File: config.mk
export PLATFORM = sky130hd
export DESIGN_NAME = uart_frame_tx_flat
export DESIGN_NICKNAME = d
export VERILOG_FILES = /design/src/rtl/uart_pkg.sv /design/src/rtl/uart_frame_tx_if.sv /design/src/rtl/uart_frame_tx_baud_gen.sv /design/src/rtl/uart_frame_tx.sv /design/src/flat_wrapper.sv
export SDC_FILE = /design/constraint.sdc
export NUM_CORES = 1
export LEC_CHECK = 0
export CORE_MARGIN = 5
export CORE_UTILIZATION = 57
export DETAILED_ROUTE_END_ITERATION = 16
export PLACE_DENSITY = 0.78
export SLEW_MARGIN = 40
export SYNTH_ARGS = -nofsm -noshare
export SYNTH_HDL_FRONTEND = slang
export SYNTH_SLANG_ARGS = --single-unit
File: constraint.sdc
create_clock -name clk -period 2.6 [get_ports clk]
set_input_delay 0.39 -clock clk [delete_from_list [all_inputs] [get_ports clk]]
set_output_delay 0.39 -clock clk [all_outputs]
set_load 0.01 [all_outputs]
File: src/rtl/uart_pkg.sv
// Shared definitions for the UART frame transmitter: one-hot FSM state
// encoding, parity-mode constants and a constant-evaluable clog2 helper.
package uart_pkg;

  typedef enum logic [4:0] {
    S_IDLE       = 5'b00001,
    S_START_BIT  = 5'b00010,
    S_DATA_FRAME = 5'b00100,
    S_PARITY_BIT = 5'b01000,
    S_STOP_BIT   = 5'b10000
  } tx_state_e;

  localparam int PAR_NONE = 0;
  localparam int PAR_EVEN = 1;
  localparam int PAR_ODD  = 2;

  // Bits needed to hold values 0..value-1; never less than 1.
  function automatic int clog2(input int value);
    int result;
    int v;
    result = 0;
    v      = value - 1;
    while (v > 0) begin
      result = result + 1;
      v      = v >> 1;
    end
    return (result < 1) ? 1 : result;
  endfunction

endpackage

File: src/rtl/uart_frame_tx_if.sv
// Host-side handshake of the UART transmitter plus the serial line.
// master = host logic driving frames, slave = the transmitter itself.
interface uart_frame_tx_if #(
  parameter int FRAME_WD = 8
);
  logic                frame_en;
  logic [FRAME_WD-1:0] data_frame;
  logic                tx_busy;
  logic                tx_done;
  logic                uart_tx;

  modport master (
    output frame_en, data_frame,
    input  tx_busy, tx_done, uart_tx
  );

  modport slave (
    input  frame_en, data_frame,
    output tx_busy, tx_done, uart_tx
  );
endinterface

File: src/rtl/uart_frame_tx_baud_gen.sv
// Bit-period timer: counts BAUD_DIV clocks while enabled and flags the last
// cycle of every bit. Disabling clears the count, so each frame starts on a
// fresh bit boundary with no phase left over from the previous one.
module tx_baud_gen
  import uart_pkg::*;
#(
  parameter int CLK_FREQUENCE = 50_000_000,
  parameter int BAUD_RATE     = 9600
) (
  input  logic clk,
  input  logic rst_n,
  input  logic i_cnt_en,
  output logic o_bit_tick
);

  localparam int BAUD_DIV = CLK_FREQUENCE / BAUD_RATE;
  localparam int CNT_W    = clog2(BAUD_DIV);
  localparam logic [CNT_W-1:0] CNT_MAX = CNT_W'(BAUD_DIV - 1);

  logic [CNT_W-1:0] r_cnt;

  assign o_bit_tick = i_cnt_en && (r_cnt == CNT_MAX);

  // Free-running bit-period counter, held at zero while disabled.
  // NOTE: sequential state uses <= so every flop samples pre-edge values.
  always_ff @(posedge clk or negedge rst_n) begin
    if (!rst_n) begin
      r_cnt <= '0;
    end else if (!i_cnt_en || o_bit_tick) begin
      r_cnt <= '0;
    end else begin
      r_cnt <= r_cnt + 1'b1;
    end
  end

endmodule

File: src/rtl/uart_frame_tx.sv
// UART frame transmitter: start bit, FRAME_WD data bits LSB first, optional
// parity bit, stop bit(s). uart_tx is registered and idles high.
// Build option: define UART_TX_TWO_STOP_EN for two stop bits (default one).
module uart_frame_tx
  import uart_pkg::*;
#(
  parameter int    CLK_FREQUENCE = 50_000_000,
  parameter int    BAUD_RATE     = 9600,
  parameter string PARITY        = "NONE",
  parameter int    FRAME_WD      = 8
) (
  input logic            clk,
  input logic            rst_n,
  uart_frame_tx_if.slave tx_if
);

  localparam int PAR_MODE = (PARITY == "EVEN") ? PAR_EVEN :
                            (PARITY == "ODD")  ? PAR_ODD  : PAR_NONE;
`ifdef UART_TX_TWO_STOP_EN
  localparam int NSTOP = 2;
`else
  localparam int NSTOP = 1;
`endif
  localparam int BIT_W = clog2(FRAME_WD);
  localparam logic [BIT_W-1:0] LAST_DATA = BIT_W'(FRAME_WD - 1);
  localparam logic [BIT_W-1:0] LAST_STOP = BIT_W'(NSTOP - 1);

  tx_state_e           r_state;
  tx_state_e           w_state_nxt;
  logic [BIT_W-1:0]    r_bit_cnt, w_bit_cnt_nxt;
  logic [FRAME_WD-1:0] r_shift, w_shift_nxt;
  logic                r_parity, w_parity_nxt;
  logic                r_uart_tx, w_tx_nxt;
  logic                w_bit_tick;
  logic                w_done;
  logic                w_accept;

  tx_baud_gen #(
    .CLK_FREQUENCE (CLK_FREQUENCE),
    .BAUD_RATE     (BAUD_RATE)
  ) u_baud_gen (
    .clk        (clk),
    .rst_n      (rst_n),
    .i_cnt_en   (r_state != S_IDLE),
    .o_bit_tick (w_bit_tick)
  );

  // The done cycle already counts as idle, so a new frame can chain with no gap.
  assign w_done   = (r_state == S_STOP_BIT) && w_bit_tick && (r_bit_cnt == LAST_STOP);
  assign w_accept = tx_if.frame_en && ((r_state == S_IDLE) || w_done);

  assign tx_if.tx_done = w_done;
  assign tx_if.tx_busy = (r_state != S_IDLE) && !w_done;
  assign tx_if.uart_tx = r_uart_tx;

  // Next-state, bit counter, shift register and line value for the coming cycle.
  // NOTE: every comb output gets a default first so no latch is inferred.
  always_comb begin
    w_state_nxt   = r_state;
    w_bit_cnt_nxt = r_bit_cnt;
    w_shift_nxt   = r_shift;
    w_parity_nxt  = r_parity;
    if (w_accept) begin
      w_state_nxt   = S_START_BIT;
      w_bit_cnt_nxt = '0;
      w_shift_nxt   = tx_if.data_frame;
      w_parity_nxt  = (PAR_MODE == PAR_ODD) ? ~^tx_if.data_frame : ^tx_if.data_frame;
    end else begin
      case (r_state)
        S_START_BIT: begin
          if (w_bit_tick) begin
            w_state_nxt   = S_DATA_FRAME;
            w_bit_cnt_nxt = '0;
          end
        end
        S_DATA_FRAME: begin
          if (w_bit_tick) begin
            w_shift_nxt = r_shift >> 1;
            if (r_bit_cnt == LAST_DATA) begin
              w_state_nxt   = (PAR_MODE != PAR_NONE) ? S_PARITY_BIT : S_STOP_BIT;
              w_bit_cnt_nxt = '0;
            end else begin
              w_bit_cnt_nxt = r_bit_cnt + 1'b1;
            end
          end
        end
        S_PARITY_BIT: begin
          if (w_bit_tick) begin
            w_state_nxt   = S_STOP_BIT;
            w_bit_cnt_nxt = '0;
          end
        end
        S_STOP_BIT: begin
          if (w_bit_tick) begin
            if (r_bit_cnt == LAST_STOP) begin
              w_state_nxt   = S_IDLE;
              w_bit_cnt_nxt = '0;
            end else begin
              w_bit_cnt_nxt = r_bit_cnt + 1'b1;
            end
          end
        end
        default: w_state_nxt = S_IDLE;
      endcase
    end

    // Line value follows the state being entered, so uart_tx changes on the
    // same edge as the FSM.
    case (w_state_nxt)
      S_START_BIT:  w_tx_nxt = 1'b0;
      S_DATA_FRAME: w_tx_nxt = w_shift_nxt[0];
      S_PARITY_BIT: w_tx_nxt = w_parity_nxt;
      default:      w_tx_nxt = 1'b1;
    endcase
  end

  // State, datapath and output register; reset aborts any frame in flight.
  always_ff @(posedge clk or negedge rst_n) begin
    if (!rst_n) begin
      r_state   <= S_IDLE;
      r_bit_cnt <= '0;
      r_shift   <= '0;
      r_parity  <= 1'b0;
      r_uart_tx <= 1'b1;
    end else begin
      r_state   <= w_state_nxt;
      r_bit_cnt <= w_bit_cnt_nxt;
      r_shift   <= w_shift_nxt;
      r_parity  <= w_parity_nxt;
      r_uart_tx <= w_tx_nxt;
    end
  end

endmodule

File: src/flat_wrapper.sv
// flat-port wrapper written by rule: the top's interface ports become plain ports
module uart_frame_tx_flat import uart_pkg::*;
#(
  parameter int    CLK_FREQUENCE = 50_000_000,
  parameter int    BAUD_RATE     = 9600,
  parameter string PARITY        = "    ",
  parameter int    FRAME_WD      = 8
)
  (clk, rst_n, tx_if_frame_en, tx_if_data_frame, tx_if_tx_busy, tx_if_tx_done, tx_if_uart_tx);
  uart_frame_tx_if #(.FRAME_WD(FRAME_WD)) tx_if_i ();
  input logic clk;
  input logic rst_n;
  input wire logic [$bits(tx_if_i.frame_en)-1:0] tx_if_frame_en;
  input wire logic [$bits(tx_if_i.data_frame)-1:0] tx_if_data_frame;
  output wire logic [$bits(tx_if_i.tx_busy)-1:0] tx_if_tx_busy;
  output wire logic [$bits(tx_if_i.tx_done)-1:0] tx_if_tx_done;
  output wire logic [$bits(tx_if_i.uart_tx)-1:0] tx_if_uart_tx;
  assign tx_if_i.frame_en = tx_if_frame_en;
  assign tx_if_i.data_frame = tx_if_data_frame;
  assign tx_if_tx_busy = tx_if_i.tx_busy;
  assign tx_if_tx_done = tx_if_i.tx_done;
  assign tx_if_uart_tx = tx_if_i.uart_tx;
  uart_frame_tx #(.CLK_FREQUENCE(CLK_FREQUENCE), .BAUD_RATE(BAUD_RATE), .PARITY(PARITY), .FRAME_WD(FRAME_WD)) u_core (.clk(clk), .rst_n(rst_n), .tx_if(tx_if_i));
endmodule
## Word-level counts from Yosys, hierarchy flattened

Cells that the tools add are included.

| storage, ports and cells | value |
|---|---|
| bits in registers | 31 |
| input bits | 11 |
| output and inout port bits | 3 |
| logic and storage cells | 61 |

| operators by class | value |
|---|---|
| add/sub/neg operators | 2 |
| eq/ne operators | 14 |
| muxes and demuxes | 21 |
| reductions and logical operators | 17 |

Operators by type and width:

| operator | number |
|---|---|
| 2-to-1 mux 5 bit | 7 |
| 2-to-1 mux 8 bit | 3 |
| case mux 5 bit (4 select lines) | 1 |
| 2-to-1 mux 3 bit | 6 |
| adder 13 x 1 -> 13 bit (second input constant) | 1 |
| == test 13 bit (second input constant) | 1 |
| 2-to-1 mux 13 bit | 1 |
| == test 5 x 2 -> 1 bit (second input constant) | 2 |
| == test 5 x 3 -> 1 bit (second input constant) | 2 |
| == test 5 x 4 -> 1 bit (second input constant) | 2 |
| case mux 3 bit (3 select lines) | 1 |
| XOR reduction 8 bit | 1 |
| != test 3 x 2 -> 1 bit (second input constant) | 2 |
| == test 5 x 1 -> 1 bit (second input constant) | 1 |
| == test 5 bit (second input constant) | 1 |
| logical AND 1 bit | 5 |
| != test 5 x 1 -> 1 bit (second input constant) | 1 |
| AND reduction 4 bit | 1 |
| nonzero test 2 bit | 2 |
| nonzero test 4 bit | 1 |
| adder 3 x 1 -> 3 bit (second input constant) | 1 |
| == test 3 bit (second input constant) | 1 |
| zero test 3 bit | 1 |
| != test 3 x 1 -> 1 bit (second input constant) | 1 |
| other kinds (6) | 8 |

## Logic depth before layout (Yosys ltp)

Gate-level depths: netlist of run 1.

| logic depth | value |
|---|---|
| depth after elaboration | 9 |
| depth in mapped cells | 9 |
| gate-level depth less buffers | 7 |

## Modules after synthesis

Synthesis of run 1 repeated with hierarchy kept, for this count alone.

| second synthesis, totals | value |
|---|---|
| cells, all modules | 182 |
| area total of the unflattened synthesis | 1834.3 um^2 |

By module, submodules not included:

| module | times used | cells an instance | area each (um^2) | seq. area each (um^2) |
|---|---|---|---|---|
| uart_frame_tx | 1 | 114 | 1162.4 | 452.9 |
| tx_baud_gen | 1 | 68 | 671.9 | 325.3 |

## Worst setup path before layout of run 1

OpenSTA, ideal clock, no wires.

| timing path | value |
|---|---|
| path type | register -> register |
| start point | register u_core.u_baud_gen.r_cnt[0] |
| end point | register u_core.r_shift[5] |
| setup time | 0.126 ns |
| arrival | 1.745 ns |
| data required time | 2.474 ns |
| slack | 0.729 ns |
| stages on the path, launching flop included | 9 |
| path buffers | 2 |
| period minus slack after synthesis | 1.871 ns |
| cell sequence | dfrtp_1 -> ha_1 -> and4bb_1 -> nand3_4 -> o21ai_4 -> and2_4 -> buf_6 -> buf_8 -> a221o_1 |

| on the way | value |
|---|---|
| longest elaborated chain between the ends | 8 |
| elaborated cells between the ends (all ways) | 10 |
| classes of those cells | 1 x eq/ne; 1 x mux; 8 x reduce/logical |

Ends and longest elaborated chain:

| what | RTL line | RTL |
|---|---|---|
| start, declared | uart_frame_tx_baud_gen.sv:20 | `logic [CNT_W-1:0] r_cnt;` |
| start signal, assigned | uart_frame_tx_baud_gen.sv:32 | `r_cnt <= r_cnt + 1'b1;` |
| == test 13 bit (*) | uart_frame_tx_baud_gen.sv:22 | `assign o_bit_tick = i_cnt_en && (r_cnt == CNT_MAX);` |
| logical AND 1 bit (*) | uart_frame_tx_baud_gen.sv:22 |  |
| logical AND 1 bit (2 in series) | uart_frame_tx.sv:49 | `assign w_done = (r_state == S_STOP_BIT) && w_bit_tick && (r_bit_cnt == LAST_STOP);` |
| logical OR 1 bit | uart_frame_tx.sv:50 | `assign w_accept = tx_if.frame_en && ((r_state == S_IDLE) \|\| w_done);` |
| logical AND 1 bit | uart_frame_tx.sv:50 |  |
| nonzero test 2 bit (no line) | - |  |
| AND reduction 2 bit (no line) | - |  |
| end signal, assigned | uart_frame_tx.sv:128 | `r_shift <= w_shift_nxt;` |
| end, declared | uart_frame_tx.sv:31 | `logic [FRAME_WD-1:0] r_shift, w_shift_nxt;` |

Mark *: on every way between the ends. The rest lies on a longest branch, timed or not.
A chain may end at the register's enable or synchronous reset.

## Final worst setup path of run 1

| timing path | value |
|---|---|
| start point | register u_core.r_bit_cnt[0] |
| end point | output port tx_if_tx_busy |

| on the way | value |
|---|---|
| longest elaborated chain between the ends | 4 |

Ends and longest elaborated chain:

| what | RTL line | RTL |
|---|---|---|
| start, declared | uart_frame_tx.sv:30 | `logic [BIT_W-1:0] r_bit_cnt, w_bit_cnt_nxt;` |
| start signal, assigned | uart_frame_tx.sv:127 | `r_bit_cnt <= w_bit_cnt_nxt;` |
| zero test 3 bit | uart_frame_tx.sv:49 |  |
| logical AND 1 bit | uart_frame_tx.sv:49 |  |
| zero test 1 bit | uart_frame_tx.sv:53 | `assign tx_if.tx_busy = (r_state != S_IDLE) && !w_done;` |
| logical AND 1 bit | uart_frame_tx.sv:53 |  |
| end, declared | flat_wrapper.sv:15 | `output wire logic [$bits(tx_if_i.tx_busy)-1:0] tx_if_tx_busy;` |

No other way between the ends.

==> results.ini, run 1 <==
[run_status]
status=finished clean

[global_routing]
antenna_found_initial=0
grt_pass1_vias=1369
grt_max_degree=32
grt_pass1_wl_um=6010
track_usage=0.185
overflow=0

[critical_path]
required_ns=2.21
reg2reg_from=u_core.u_baud_gen.r_cnt[1]
crit_path_max_fanout=5
cp_slowest_stage_delay_ns=0.48
timing.rr.end=u_core.r_shift[0]
startpoint_type=flip-flop
crit_type=reg -> out
cp_num_buf_inv=3
endpoint=tx_if_tx_busy
end_kind=primary output
worstPathCellList=inv_1 > ha_1 > nor2b_2 > nand4_2 > o21ai_4 > inv_1 > clkdlybuf4s50_1
crit_slowest_cell=clkdlybuf4s50_1
critPathLaunch=u_core.r_bit_cnt[0]
cp_common_cell=inv_1
reg2reg_slack_ns=0.51
crit_family=buffers and inverters
reg2regPathDepth=7
critPathArrivalTime_ns=2.10
crit_cells=7

[hold_path]
hold_path_class=in -> async

[routing]
post_drt_wl_per_cell_um=15.6
wirelength_met1_um=1510
drc_errors=0
drt_iter0_markers=50
ant_nets=0
num_vias=1285
dr_wl_met2_um=1660
wl_um=3400
top_layer=met4
vias_per_cell=5.92
routed-wl-met3_um=137
firstDrtPassIters=4

[logic_synthesis]
ys_seq_area_frac=0.452
syn_inst=164
synth_edf_count=0
synth_top_area_share=0.421
synth_area_leaders=dfrtp_1, nor2_1, xnor2_1
ys_async_sr_fraction=1.00
ys_types=44
synth_fp_nets=179
synth_area_per_cell_um2=10.5
ys.flop_type=dfrtp_1
syn_area_um2=1720
yosysTopAreaCell=dfrtp_1
ys_ff_latch=31
ys_warn_count=0

[die]
start_util=0.579
rows=20
die_h_um=65.0
die_w_um=65.0
die_area_um2=4220
fp.coreArea_um2=2980
io_pins=14

[sta]
rsz0062_at_grt=no
min_period_ns=2.49
setup_viol=0
worst_pin_slew_ns=0.512
tns_ns=0
relSlewSlack=0.655
fin_crit_sh=0.958
fmax_ghz=0.402
hold_violations=0
skew_ns=0.0109
finalMaxSlewViolations=0

[layout]
antenna_cells=0
final_nets=198
area_delta_synth_final_pct=14.7
final_common_cell=dfrtp_1
mostFrequentLayoutCells=dfrtp_1, nor2_1, clkdlybuf4s50_1
layout-drive-gt1-share=0.147
nFillCells=226

[pwr]
finalPower_mw=1.56
peakVddDrop_uv=522
power_leakage_nw=0.832
power_density_nw_per_um2=789

[clock_network]
clkSinkCount=31
tritoncts=built
clock-root-buffer=clkbuf_4
cts_buffer_depth=2
worstSkewPairLatency_ns=0.33
cts_inserted_buffers=5
htreeDepth=2
ctsHoldBuffers=0
path_clk_slew_ns=0.10

[placed_design]
place.gp.congestion=0.878
io_buffers=13
place.detailed.hpwl_um=2350

[run]
cap_violations=0

==> power breakdown <==
part / switching (mW) / internal (mW) / total [mW]
Clock: 0.171 / 0.227 / 0.398
Combinational: 0.246 / 0.218 / 0.464
Sequential: 0.0957 / 0.602 / 0.697
==> registers in the layout, summed over array words and instances (netlist names) <==
| register | count |
|---|---|
| u_core.r_bit_cnt | 3 |
| u_core.u_baud_gen.r_cnt | 13 |
| u_core.tx_if.uart_tx | 1 |
| u_core.r_shift | 8 |
| u_core.r_state | 5 |
| u_core.r_parity | 1 |
==> cell type report <==
class                   count  area [um2]  area share
repair buffers             17         160      0.0810
inverters                   5        18.8     0.00949
well taps                  33        41.3      0.0209
clock inverters             2        35.0      0.0177
flip-flops and latches     31         778       0.394
multi-input cells         123         892       0.451
clock buffers               6        51.3      0.0259
==> cell families (layout without fill, tap and decap cells) <==
family	after synthesis	after routing	share of synthesized area
fa+ha+maj	4	4	0.0290
mux	5	5	0.0305
buf+inv	10	30	0.0363
flops	31	31	0.452
compound gates	25	25	0.116
simple gates	69	69	0.235
xor+xnor	20	20	0.102
==> metal layers <==
| layer | vias up | GRT usage |
|---|---|---|
| met5 | - | 0 |
| met4 | 0 | 0.0950 |
| met3 | 12 | 0.0433 |
| met2 | 28 | 0.307 |
| met1 | 627 | 0.224 |
| li1 | 618 | - |
==> worst min-delay path by stage <==
stage          slack [ns]                     endpoint  depth (start not counted)
6_report             0.43  u_core.u_baud_gen.r_cnt[10]                          2
5_1_grt              0.46  u_core.u_baud_gen.r_cnt[10]                          2
4_1_cts              0.44   u_core.u_baud_gen.r_cnt[9]                          2
3_5_place_dp         0.49   u_core.u_baud_gen.r_cnt[0]                          1
3_3_place_gp         0.47   u_core.u_baud_gen.r_cnt[0]                          1
2_1_floorplan        0.09          u_core.r_bit_cnt[0]                          0
==> synth_stat cells (all sizes together), types with 2 or more instances <==
library cell  count
mux2i             3
and2              7
nor3              2
ha                4
o21ai             4
dfstp             2
nor2             28
mux2              2
nand2             5
and3              4
nand4             2
inv               5
buf               5
a221o             6
dfrtp            29
a211oi            3
a21oi             5
xnor2            11
nand3            12
nor2b             2
xor2              9
==> metrics by stage <==
stage / instances / utilization / hold WS (ns) / setup WS [ns] / area, um2
global route: 217 / 0.664 / 0.462 / 0.0242 / 1980
CTS: 216 / 0.660 / 0.441 / 0.0448 / 1960
floorplan: 164 / - / 0.0944 / 0.729 / 1720
detailed placement: 207 / 0.626 / 0.493 / 0.298 / 1870
global placement: 207 / 0.626 / 0.468 / 0.357 / 1870
finish: 217 / 0.664 / 0.425 / 0.109 / 1980
==> timing repair <==
item	in CTS	in global routing
setup buffers	1	1
setup endpoints to repair	2	2
gates resized for setup	1	2
pin swaps	1	0
Power figures use the tool's default switching activity.
==> run 2: changes to the inputs <==
--- a/config.mk
+++ b/config.mk
@@ -8,7 +8,7 @@
 export CORE_MARGIN = 5
 export CORE_UTILIZATION = 57
 export DETAILED_ROUTE_END_ITERATION = 16
-export PLACE_DENSITY = 0.78
+export PLACE_DENSITY = 0.79
 export SLEW_MARGIN = 40
 export SYNTH_ARGS = -nofsm -noshare
 export SYNTH_HDL_FRONTEND = slang
==> results.ini, run 2 (synthesis results as in run 1) <==
[routing]
top_layer=met4
routed-wl-met3_um=158  ; +15%
firstDrtPassIters=4  ; unchanged
drc_errors=0  ; unchanged
dr_wl_met2_um=1620  ; -2.3%
num_vias=1281  ; -0.31%
drt_iter0_markers=62  ; +24%
post_drt_wl_per_cell_um=15.2  ; -2.6%
wirelength_met1_um=1470  ; -2.7%
vias_per_cell=5.90  ; -0.31%
wl_um=3310  ; -2.6%
ant_nets=0  ; unchanged

[layout]
final_common_cell=dfrtp_1
top_regs=u_core.u_baud_gen.r_cnt (13), u_core.r_shift (8), u_core.r_state (5)
layout-drive-gt1-share=0.130  ; -0.0163
final_nets=198  ; unchanged
area_delta_synth_final_pct=12.5
largest_reg_flops=13  ; unchanged
antenna_cells=0  ; unchanged
mostFrequentLayoutCells=dfrtp_1, nor2_1, clkdlybuf4s50_1
largest-register=u_core.u_baud_gen.r_cnt
nFillCells=232  ; +2.7%

[critical_path]
end_kind=primary output
critPathArrivalTime_ns=2.10  ; about the same
critPathLaunch=u_core.u_baud_gen.r_cnt[0]
crit_path_max_fanout=4  ; -1
crit_type=reg -> out
required_ns=2.21  ; about the same
startpoint_type=flip-flop
reg2reg_from=u_core.u_baud_gen.r_cnt[0]

[die]
rows=20  ; unchanged
die_area_um2=4220  ; unchanged
fp.coreArea_um2=2980  ; unchanged
die_h_um=65.0  ; unchanged
start_util=0.579  ; unchanged
die_w_um=65.0  ; unchanged
io_pins=14  ; unchanged

[hold_path]
hold_path_class=in -> async

[clock_network]
clock-root-buffer=clkbuf_4
htreeDepth=2  ; unchanged
cts_buffer_depth=2  ; unchanged
tritoncts=built
worstSkewPairLatency_ns=0.34  ; about the same
cts_inserted_buffers=5  ; unchanged
path_clk_slew_ns=0.09  ; about the same
clkSinkCount=31  ; unchanged

[placed_design]
place.gp.congestion=0.844  ; -3.9%
place_ws_ns=0.294  ; -0.00401 ns
place.detailed.hpwl_um=2430  ; +3.4%
io_buffers=13  ; unchanged

[pwr]
power_leakage_nw=0.815  ; -2.0%
peakVddDrop_uv=435  ; -17%
power_density_nw_per_um2=739  ; -6.4%

[global_routing]
overflow=0  ; unchanged
grt_pass1_vias=1349  ; -1.5%
antenna_found_initial=0  ; unchanged
track_usage=0.185  ; about the same
grt_pass1_wl_um=6070  ; +1.0%
grt_max_degree=32  ; unchanged

[run_status]
status=finished clean

[sta]
rsz0062_at_grt=no
fin_crit_sh=0.958  ; about the same
tns_ns=0  ; unchanged
fin_hold_ws_ns=0.431  ; +0.00613 ns
setup_viol=0  ; unchanged
finalMaxSlewViolations=0  ; unchanged
fmax_ghz=0.402  ; about the same
skew_ns=0.00397  ; -0.00688 ns
worst_pin_slew_ns=0.511  ; -0.00162 ns
setup_slack_ns=0.110  ; +0.000554 ns
relSlewSlack=0.656  ; +0.00109
min_period_ns=2.49  ; -0.000554 ns
hold_violations=0  ; unchanged

[run]
cap_violations=0  ; unchanged

==> run 2: stage by stage <==
step,power [mW],util,instance area [um2],cells
2_1_floorplan,1.03,-,1720,164
3_3_place_gp,1.13,0.626,1870,207
3_5_place_dp,1.15,0.626,1870,207
4_1_cts,1.43,0.647,1930,216
5_1_grt,1.53,0.651,1940,217
6_report,1.43,0.651,1940,217
==> run 2: where the power goes <==
group	leakage, nW	total [mW]	switching, mW	internal (mW)
clock	0.0293	0.268	0.163	0.105
combinational	0.380	0.465	0.247	0.219
sequential	0.406	0.698	0.0968	0.602
total	0.815	1.43	0.506	0.925
==> run 2: final cells by class <==
| class | count | area [um2] | area share |
|---|---|---|---|
| well taps | 33 | 41.3 | 0.0213 |
| multi-input cells | 123 | 890 | 0.459 |
| clock buffers | 7 | 45.0 | 0.0232 |
| repair buffers | 17 | 160 | 0.0826 |
| flip-flops and latches | 31 | 778 | 0.402 |
| clock inverters | 1 | 5.00 | 0.00258 |
| inverters | 5 | 18.8 | 0.00968 |
==> run 2: per-layer routing <==
metal,track usage,vias to the layer above
li1,-,619
met2,0.301,27
met5,0,-
met4,0.0712,0
met1,0.236,629
met3,0.0468,6
==> run 2: repair_timing <==
item,4_1_cts,5_1_grt
hold buffers,0,0
gates resized for setup,1,1
pin swaps,0,1
endpoints found under the setup margin,2,1
buffers inserted,1,1
==> run 2: critical path, cell delays in order (launching register included) <==
cell and delay (ns):
dfrtp_1 0.40, ha_1 0.24, and4bb_1 0.26, nand3_4 0.11, nor3_2 0.20, clkdlybuf4s50_1 0.57
==> run 2: path summary, 6_finish.rpt <==
path	cells after the start	to	slack, ns
worst max-delay path	5	tx_if_tx_done	0.11
worst min-delay path	2	u_core.u_baud_gen.r_cnt[9]	0.43
worst min register to register	1	u_core.u_baud_gen.r_cnt[0]	0.50
min in group clk	1	u_core.u_baud_gen.r_cnt[0]	0.50
max in group asynchronous	2	u_core.tx_if.uart_tx	1.85
worst max register to register	7	u_core.r_shift[0]	0.47
